**config.mk**
```make
export PLATFORM = sky130hd
export DESIGN_NAME = cache_arbn
export DESIGN_NICKNAME = d
export VERILOG_FILES = /design/src/rtl/cache_arb_pkg.sv /design/src/rtl/cache_arb_pick.sv /design/src/rtl/cache_arbn.sv
export SDC_FILE = /design/constraint.sdc
export NUM_CORES = 1
export LEC_CHECK = 0
export BUFFER_PORTS_ARGS = -buffer_cell sky130_fd_sc_hd__buf_2
export CAP_MARGIN = 20
export CORE_AREA = 2 2 84 86
export DETAILED_ROUTE_END_ITERATION = 16
export DIE_AREA = 0 0 86 88
export MAX_ROUTING_LAYER = met4
export PLACE_DENSITY_LB_ADDON = 0.08
export SYNTH_ARGS = -nofsm -noshare
export SYNTH_HDL_FRONTEND = slang
export SYNTH_HIERARCHICAL = 1
export SYNTH_SLANG_ARGS = --single-unit
```
**constraint.sdc**
```tcl
create_clock -name clk -period 2.4 [get_ports clk]
set_input_delay 0.24 -clock clk [delete_from_list [all_inputs] [get_ports clk]]
set_output_delay 0.24 -clock clk [all_outputs]
set_load 0.01 [all_outputs]
```
**src/rtl/cache_arb_pkg.sv**
```systemverilog
// Shared constants for the cache-port arbiters: mode selectors, cache port
// field widths and the requester index width helper.
package cache_arb_pkg;

  localparam int ARB_FIXED = 0;
  localparam int ARB_RR    = 1;

  localparam int CACHE_ADDR_W = 32;
  localparam int CACHE_DATA_W = 32;
  localparam int CACHE_REQ_W  = 4;
  localparam int CACHE_SIZE_W = 2;

  // A single requester index still needs one bit so the ports never collapse.
  function automatic int idx_w(input int num_req);
    return (num_req <= 2) ? 1 : $clog2(num_req);
  endfunction

endpackage

```
**src/rtl/cache_arb_pick.sv**
```systemverilog
// Combinational rotating-priority picker: first set strobe scanning upward
// from the start pointer (round-robin) or from index 0 (fixed priority).
module cache_arb_pick
  import cache_arb_pkg::*;
#(
  parameter int NUM_REQ = 2,
  parameter int IDX_W   = 1
) (
  input  logic [NUM_REQ-1:0] strobe,
  input  logic [IDX_W-1:0]   start,
  input  logic               rr_mode,
  output logic [IDX_W-1:0]   idx,
  output logic               any
);

  // Scan from the far end back towards the base so the nearest hit wins.
  always_comb begin
    int base;
    int cand;
    base = rr_mode ? int'(start) : 0;
    if (base >= NUM_REQ) base = 0;
    cand = 0;
    idx  = '0;
    for (int k = NUM_REQ - 1; k >= 0; k--) begin
      cand = base + k;
      if (cand >= NUM_REQ) cand = cand - NUM_REQ;
      if (strobe[cand]) idx = IDX_W'(cand);
    end
    any = |strobe;
  end

endmodule

```
**src/rtl/cache_arbn.sv**
```systemverilog
// N-way cache port arbiter: fixed or round-robin selection, with the grant
// held across multi-cycle misses until completion or abandonment.
module cache_arbn
  import cache_arb_pkg::*;
#(
  parameter int NUM_REQ  = 2,
  parameter int ARB_MODE = ARB_FIXED,
  parameter int PASS_IDX = 0,
  localparam int IDX_W   = idx_w(NUM_REQ)
) (
  input  logic                             clk,
  input  logic                             reset_n,
  input  logic [CACHE_ADDR_W*NUM_REQ-1:0]  req_address,
  input  logic [NUM_REQ-1:0]               req_strobe,
  input  logic [CACHE_REQ_W*NUM_REQ-1:0]   req_request,
  input  logic [CACHE_SIZE_W*NUM_REQ-1:0]  req_size,
  input  logic [CACHE_DATA_W*NUM_REQ-1:0]  req_wdata,
  output logic [NUM_REQ-1:0]               req_valid,
  output logic [CACHE_ADDR_W-1:0]          cache_address,
  output logic                             cache_strobe,
  output logic [CACHE_REQ_W-1:0]           cache_request,
  output logic [CACHE_SIZE_W-1:0]          cache_size,
  output logic [CACHE_DATA_W-1:0]          cache_wdata,
  input  logic                             cache_valid,
  output logic [IDX_W-1:0]                 grant_idx,
  output logic                             grant_locked
);

  localparam logic [IDX_W-1:0] LAST_IDX = IDX_W'(NUM_REQ - 1);
  localparam logic [IDX_W-1:0] PASS_SEL = IDX_W'(PASS_IDX);
  localparam logic             RR_MODE  = (ARB_MODE == ARB_RR);

  logic             locked;
  logic [IDX_W-1:0] owner;
  logic [IDX_W-1:0] rr_ptr;

  logic [IDX_W-1:0] pick_idx;
  logic             pick_any;
  logic [IDX_W-1:0] sel;
  logic             active;

  logic [CACHE_ADDR_W-1:0] addr_arr  [NUM_REQ];
  logic [CACHE_REQ_W-1:0]  req_arr   [NUM_REQ];
  logic [CACHE_SIZE_W-1:0] size_arr  [NUM_REQ];
  logic [CACHE_DATA_W-1:0] wdata_arr [NUM_REQ];

  for (genvar i = 0; i < NUM_REQ; i++) begin : g_unpack
    assign addr_arr[i]  = req_address[CACHE_ADDR_W*i +: CACHE_ADDR_W];
    assign req_arr[i]   = req_request[CACHE_REQ_W*i +: CACHE_REQ_W];
    assign size_arr[i]  = req_size[CACHE_SIZE_W*i +: CACHE_SIZE_W];
    assign wdata_arr[i] = req_wdata[CACHE_DATA_W*i +: CACHE_DATA_W];
  end

  cache_arb_pick #(
    .NUM_REQ (NUM_REQ),
    .IDX_W   (IDX_W)
  ) u_pick (
    .strobe  (req_strobe),
    .start   (rr_ptr),
    .rr_mode (RR_MODE),
    .idx     (pick_idx),
    .any     (pick_any)
  );

  assign sel          = locked ? owner : pick_idx;
  assign active       = locked | pick_any;
  assign grant_locked = locked;

  // Idle parks the address on PASS_IDX so a requester can see its own
  // address reach the cache without a pending request.
  always_comb begin
    req_valid     = '0;
    cache_address = addr_arr[PASS_IDX];
    cache_strobe  = 1'b0;
    cache_request = '0;
    cache_size    = '0;
    cache_wdata   = '0;
    grant_idx     = PASS_SEL;
    if (active) begin
      cache_address  = addr_arr[sel];
      cache_strobe   = req_strobe[sel];
      cache_request  = req_arr[sel];
      cache_size     = size_arr[sel];
      cache_wdata    = wdata_arr[sel];
      grant_idx      = sel;
      req_valid[sel] = req_strobe[sel] & cache_valid;
    end
  end

  // A dropped owner strobe releases the lock without counting as a completion.
  always_ff @(posedge clk or negedge reset_n) begin
    if (!reset_n) begin
      locked <= 1'b0;
      owner  <= '0;
      rr_ptr <= '0;
    end else begin
      if (!locked) begin
        if (cache_strobe && !cache_valid) begin
          locked <= 1'b1;
          owner  <= sel;
        end
      end else if (cache_valid || !req_strobe[owner]) begin
        locked <= 1'b0;
      end
      if (RR_MODE && cache_strobe && cache_valid) begin
        rr_ptr <= (sel == LAST_IDX) ? '0 : sel + 1'b1;
      end
    end
  end

endmodule

```
==> impl_metrics.json, run 1 <==
{
  "yosysSeqAreaShare_pct": 4.54,
  "track_usage_pct": 13.7,
  "layout_common_cells": "buf_2 (219), a22o_1 (40), mux2_4 (30), mux2_2 (4)",
  "switching_power_w": 0.000306,
  "required_ns": 2.16,
  "final-setup-viol-count": 0,
  "worstPathCellList": "nor2b_2, a22o_4, buf_12, mux2_4, buf_2",
  "cpMaxStageDelayCell": "dfrtp_1",
  "internal-power_w": 0.000496,
  "grt_pass1_wl_mm": 8.05,
  "ys.warnings.count": 8,
  "cts_sinks": 2,
  "seqPwrFrac_pct": 5.2,
  "num-nets-final": 469,
  "hold_violations": 0,
  "dp_hpwl_mm": 5.24,
  "antenna_found_initial": 0,
  "seq_area_sq_um": 50.0,
  "drtIter0Drc": 42,
  "vias": 1724,
  "finalMaxSlewViolations": 0,
  "status": "complete, no violations",
  "vdd_drop_max_mv": 0.438,
  "syn_to_final_growth_pct": 113,
  "htreeDepth": 1,
  "layout_commonest_cell": "buf_2",
  "power.share.combinational_pct": 78.7,
  "die_width_microns": 86,
  "drive_gt1_share_pct": 81.4,
  "grt.overflow.total": 0,
  "cts_inserted_buffers": 3,
  "multi_input_area_sq_um": 968,
  "path_buf_inv": 2,
  "fp.dieArea_sq_mm": 0.00757,
  "synth_area_per_cell_sq_um": 10.4,
  "wl_per_cell_microns": 15.0,
  "path_class": "reg -> out",
  "dp.cells": 398,
  "critPathLaunchType": "flop",
  "crit_fanout": 40,
  "cp-end-kind": "primary output",
  "die_y_microns": 88,
  "finalNonFillerCells": 403,
  "swShare_pct": 38.2,
  "grt_max_degree": 41,
  "min_period_over_period_pct": 90.7,
  "path_delay_family": "flip-flops",
  "tns_ns": 0,
  "finClkSkew_ns": 0.00187,
  "fmax_mhz": 460,
  "ys_ff_latch": 2,
  "clock_path_buffers": 2,
  "netlist_instances": 106,
  "ant_nets": 0,
  "clkTransAtPathRegs_ns": 0.03,
  "period_minus_slack_ns": 2.18,
  "synthDistinctLibCells": 20,
  "dr.pass1.iters": 4,
  "rows": 30,
  "place_congestion": 0.763,
  "critPathMaxStageDelay_ns": 0.47,
  "clk_root_buffer_cell": "clkbuf_8",
  "syn_area_sq_mm": 0.00110,
  "ios": 220,
  "initial_core_util_pct": 16.6,
  "cts_setup_buffers": 0,
  "maxCapViolCount": 0,
  "cts_tree": "yes",
  "insertion_delay_ns": 0.21,
  "p_leak_nw": 1.41,
  "critPathArrivalTime_ns": 1.94,
  "numPortBuffers": 219,
  "grt_pass1_vias": 1491,
  "viasPerCell": 4.28,
  "core_area_sq_mm": 0.00664,
  "fill_cells": 718,
  "drc_errors": 0,
  "p_per_area_mw_per_mm2": 342,
  "hold_path_class": "in -> async",
  "rsz0062_at_grt": "false",
  "routed_wl_mm": 6.04,
  "pwr-share-clk_pct": 16.0
}
-- power by group through the flow --
stage	Combinational, W	Sequential, W	Clock (W)
final	0.000632	0.0000418	0.000129
after global routing	0.000683	0.0000424	0.000134
after CTS	0.000639	0.0000418	0.000133
after detailed placement	0.000636	0.0000421	0
after global placement	0.000639	0.0000424	0
after floorplan	0.000353	0.0000414	0
-- kinds of logic (layout without fill, tap and decap cells) --
logic type | count (synthesis) | after routing | synth area share (%)
compound gates | 44 | 44 | 34.3
buf+inv | 14 | 229 | 8.74
flops | 2 | 2 | 4.54
mux | 36 | 36 | 46.8
other cells | 1 | 3 | 0.340
simple gates | 9 | 9 | 5.34
-- area by class of cell --
cell class / instances / share of cell area [%]
multi-input combinational: 91 / 41.3
timing repair buffer: 224 / 50.1
antenna: 1 / 0.107
clock buffer: 3 / 1.76
sequential: 2 / 2.14
inverter: 2 / 0.320
tap: 80 / 4.27
-- state kept, by name, indices dropped and copies added, names as in the netlist --
register	count
owner	1
grant_locked	1
-- cell usage after synthesis (all sizes together) --
| library cell | count | share of area [%] |
|---|---|---|
| nand4bb | 1 | 1.0 |
| nand2 | 1 | 0.34 |
| a21boi | 1 | 0.68 |
| a22o | 41 | 33 |
| mux2i | 2 | 1.8 |
| nor2b | 1 | 0.79 |
| a21oi | 1 | 0.45 |
| clkbuf | 2 | 0.68 |
| dfrtp | 2 | 4.5 |
| buf | 10 | 7.4 |
| or2 | 1 | 0.57 |
| nor2 | 2 | 0.68 |
| nor3b | 2 | 1.4 |
| mux2 | 34 | 45 |
| inv | 2 | 0.68 |
| and2 | 1 | 0.57 |
| conb | 1 | 0.34 |
| a31oi | 1 | 0.57 |
-- worst reg2reg max path: stages (launching register included) --
cell	delay, ns
dfrtp_1	0.43
mux2_2	0.36
a22o_1	0.19
and2_1	0.15
-- path summary, 6_finish.rpt --
check	startpoint	end	slack (ns)	cells past startpoint
max in group asynchronous	reset_n	grant_locked$_DFF_PN0_	1.95	2
setup / recovery	grant_locked$_DFF_PN0_	cache_address[10]	0.22	5
hold reg to reg	owner$_DFFE_PN0P_	owner$_DFFE_PN0P_	0.64	2
hold / removal	reset_n	owner$_DFFE_PN0P_	0.35	2
min in group clk	cache_valid	grant_locked$_DFF_PN0_	0.37	3
setup reg to reg	owner$_DFFE_PN0P_	grant_locked$_DFF_PN0_	1.15	3
-- per-layer routing --
layer  wire, microns  track usage (%)
met5               0                -
met4              35             2.74
met3             376             1.79
met2            3250             24.4
met1            2380             16.4
-- per-stage QoR --
step | util, % | power, W | setup WS, ns | hold WS [ns] | area, sq um
after floorplan | - | 0.000394 | 0.747 | -0.0556 | 1110
after global placement | 34.5 | 0.000682 | 0.345 | 0.0261 | 2290
after detailed placement | 34.5 | 0.000678 | 0.346 | 0.0275 | 2290
after CTS | 35.2 | 0.000813 | 0.220 | 0.343 | 2340
after global routing | 35.2 | 0.000859 | 0.109 | 0.351 | 2340
final | 35.3 | 0.000802 | 0.224 | 0.352 | 2340
-- timing repair --
action	CTS	global route
hold buffers	1	0
endpoints found under the hold margin	2	0
gates resized for setup	0	0
No activity file was read; power rests on OpenSTA's default activity.
==> inputs of run 2 (changes only) <==
--- a/config.mk
+++ b/config.mk
@@ -10,7 +10,6 @@
 export CORE_AREA = 2 2 84 86
 export DETAILED_ROUTE_END_ITERATION = 16
 export DIE_AREA = 0 0 86 88
-export MAX_ROUTING_LAYER = met4
 export PLACE_DENSITY_LB_ADDON = 0.08
 export SYNTH_ARGS = -nofsm -noshare
 export SYNTH_HDL_FRONTEND = slang
==> run 2 against run 1 <==
Compared with the run above:
- via count unchanged
- non-clock buffer count stayed put
- count of clock-buffer cells in the layout unchanged
- utilization is the same
- first-iteration DRC count is 12% lower
- critical path type unchanged
==> impl_metrics.json, run 2 (synthesis gave the netlist of run 1 again) <==
{
  "vias": 1724,
  "r2r_slack_ns": 1.15,
  "drtIter0Drc": 37,
  "finClkSkew_ns": 0.00187,
  "dp_hpwl_mm": 5.24,
  "grt_max_degree": 41,
  "ant_nets": 0,
  "fmax_mhz": 458,
  "cts_sinks": 2,
  "rsz0062_at_grt": "false",
  "fill_cells": 718,
  "place_congestion": 0.753,
  "layout_commonest_cell": "buf_2",
  "core_area_sq_mm": 0.00664,
  "fp.dieArea_sq_mm": 0.00757,
  "maxCapViolCount": 0,
  "antenna_found_initial": 0,
  "cts_tree": "yes",
  "grt_pass1_vias": 1488,
  "drive_gt1_share_pct": 81.4,
  "grt_pass1_wl_mm": 8.04,
  "cp-end-kind": "primary output",
  "critPathLaunchType": "flop",
  "die_y_microns": 88,
  "dr.pass1.iters": 4,
  "insertion_delay_ns": 0.21,
  "ios": 220,
  "rr_endpoint": "grant_locked$_DFF_PN0_",
  "period_minus_slack_ns": 2.18,
  "routed-wl-met2_mm": 3.26,
  "reg2reg_depth": 3,
  "cts_inserted_buffers": 3,
  "clk_root_buffer_cell": "clkbuf_8",
  "num-nets-final": 469,
  "maxUsedRoutingLayer": "met4",
  "power_w": 0.000802,
  "required_ns": 2.16,
  "clkTransAtPathRegs_ns": 0.03,
  "htreeDepth": 1,
  "wl_met3_microns": 376,
  "critPathArrivalTime_ns": 1.94,
  "numPortBuffers": 219,
  "wl_per_cell_microns": 15.0,
  "hold_path_class": "in -> async",
  "min_period_over_period_pct": 91.0,
  "track_usage_pct": 13.2,
  "cts_hold_buf": 1,
  "viasPerCell": 4.28,
  "crit_start": "grant_locked$_DFF_PN0_",
  "tns_ns": 0,
  "die_width_microns": 86,
  "path_class": "reg -> out",
  "p_per_area_mw_per_mm2": 342,
  "postCtsResizedCells": 0,
  "cts_setup_buffers": 0,
  "status": "complete, no violations",
  "p_leak_nw": 1.41,
  "finalMaxSlewViolations": 0,
  "clock_path_buffers": 2,
  "hold_violations": 0,
  "drc_errors": 0,
  "grt.overflow.total": 0,
  "initial_core_util_pct": 16.6,
  "drt-met1-wl_mm": 2.37,
  "crit_fanout": 40,
  "rr_startpoint": "owner$_DFFE_PN0P_",
  "rows": 30,
  "layout_common_cells": "buf_2 (219), a22o_1 (40), mux2_4 (30), mux2_2 (4)",
  "vdd_drop_max_mv": 0.438,
  "final-setup-viol-count": 0,
  "syn_to_final_growth_pct": 113,
  "routed_wl_mm": 6.03
}
[run 2: through the flow]
| step | setup slack (ns) | instances | area (sq um) | hold WS (ns) | util, % |
|---|---|---|---|---|---|
| 3_5_place_dp | 0.346 | 398 | 2290 | 0.0275 | 34.5 |
| 4_1_cts | 0.220 | 402 | 2340 | 0.343 | 35.2 |
| 6_report | 0.216 | 403 | 2340 | 0.352 | 35.3 |
| 5_1_grt | 0.115 | 402 | 2340 | 0.351 | 35.2 |
| 3_3_place_gp | 0.345 | 398 | 2290 | 0.0261 | 34.5 |
| 2_1_floorplan | 0.747 | 107 | 1110 | -0.0556 | - |
[run 2: layout make-up]
cell class	count	area, sq um	area share, %
multi-input cells	91	968	41.3
clock buffers	3	41.3	1.76
diodes	1	2.50	0.107
repair buffers	224	1170	50.1
inverters	2	7.51	0.320
flip-flops and latches	2	50.0	2.14
well taps	80	100	4.27
[run 2: worst max path at each step]
| stage | to | slack, ns | depth (start not counted) |
|---|---|---|---|
| after CTS | cache_address[10] | 0.22 | 5 |
| after global placement | cache_address[10] | 0.35 | 7 |
| after global routing | cache_address[10] | 0.12 | 5 |
| after detailed placement | cache_address[10] | 0.35 | 7 |
| final | cache_address[10] | 0.22 | 5 |
| after floorplan | cache_address[10] | 0.75 | 6 |
[run 2: layer usage]
metal,GRT usage [%],vias up
li1,-,861
met1,16.3,775
met2,24.4,84
met3,1.79,4
met4,2.74,0
met5,0,-
[run 2: power by group]
part           total (W)  internal (W)  switching [W]  leakage (nW)
clock           0.000129      0.000106      0.0000229        0.0216
combinational   0.000632      0.000354       0.000278          1.36
sequential     0.0000418     0.0000364     0.00000544        0.0268
total           0.000802      0.000496       0.000306          1.41
[run 2: critical path: stages, from the launching register on]
cell and delay, ns:
dfrtp_1 0.47, nor2b_2 0.20, a22o_4 0.32, buf_12 0.26, mux2_4 0.32, buf_2 0.14
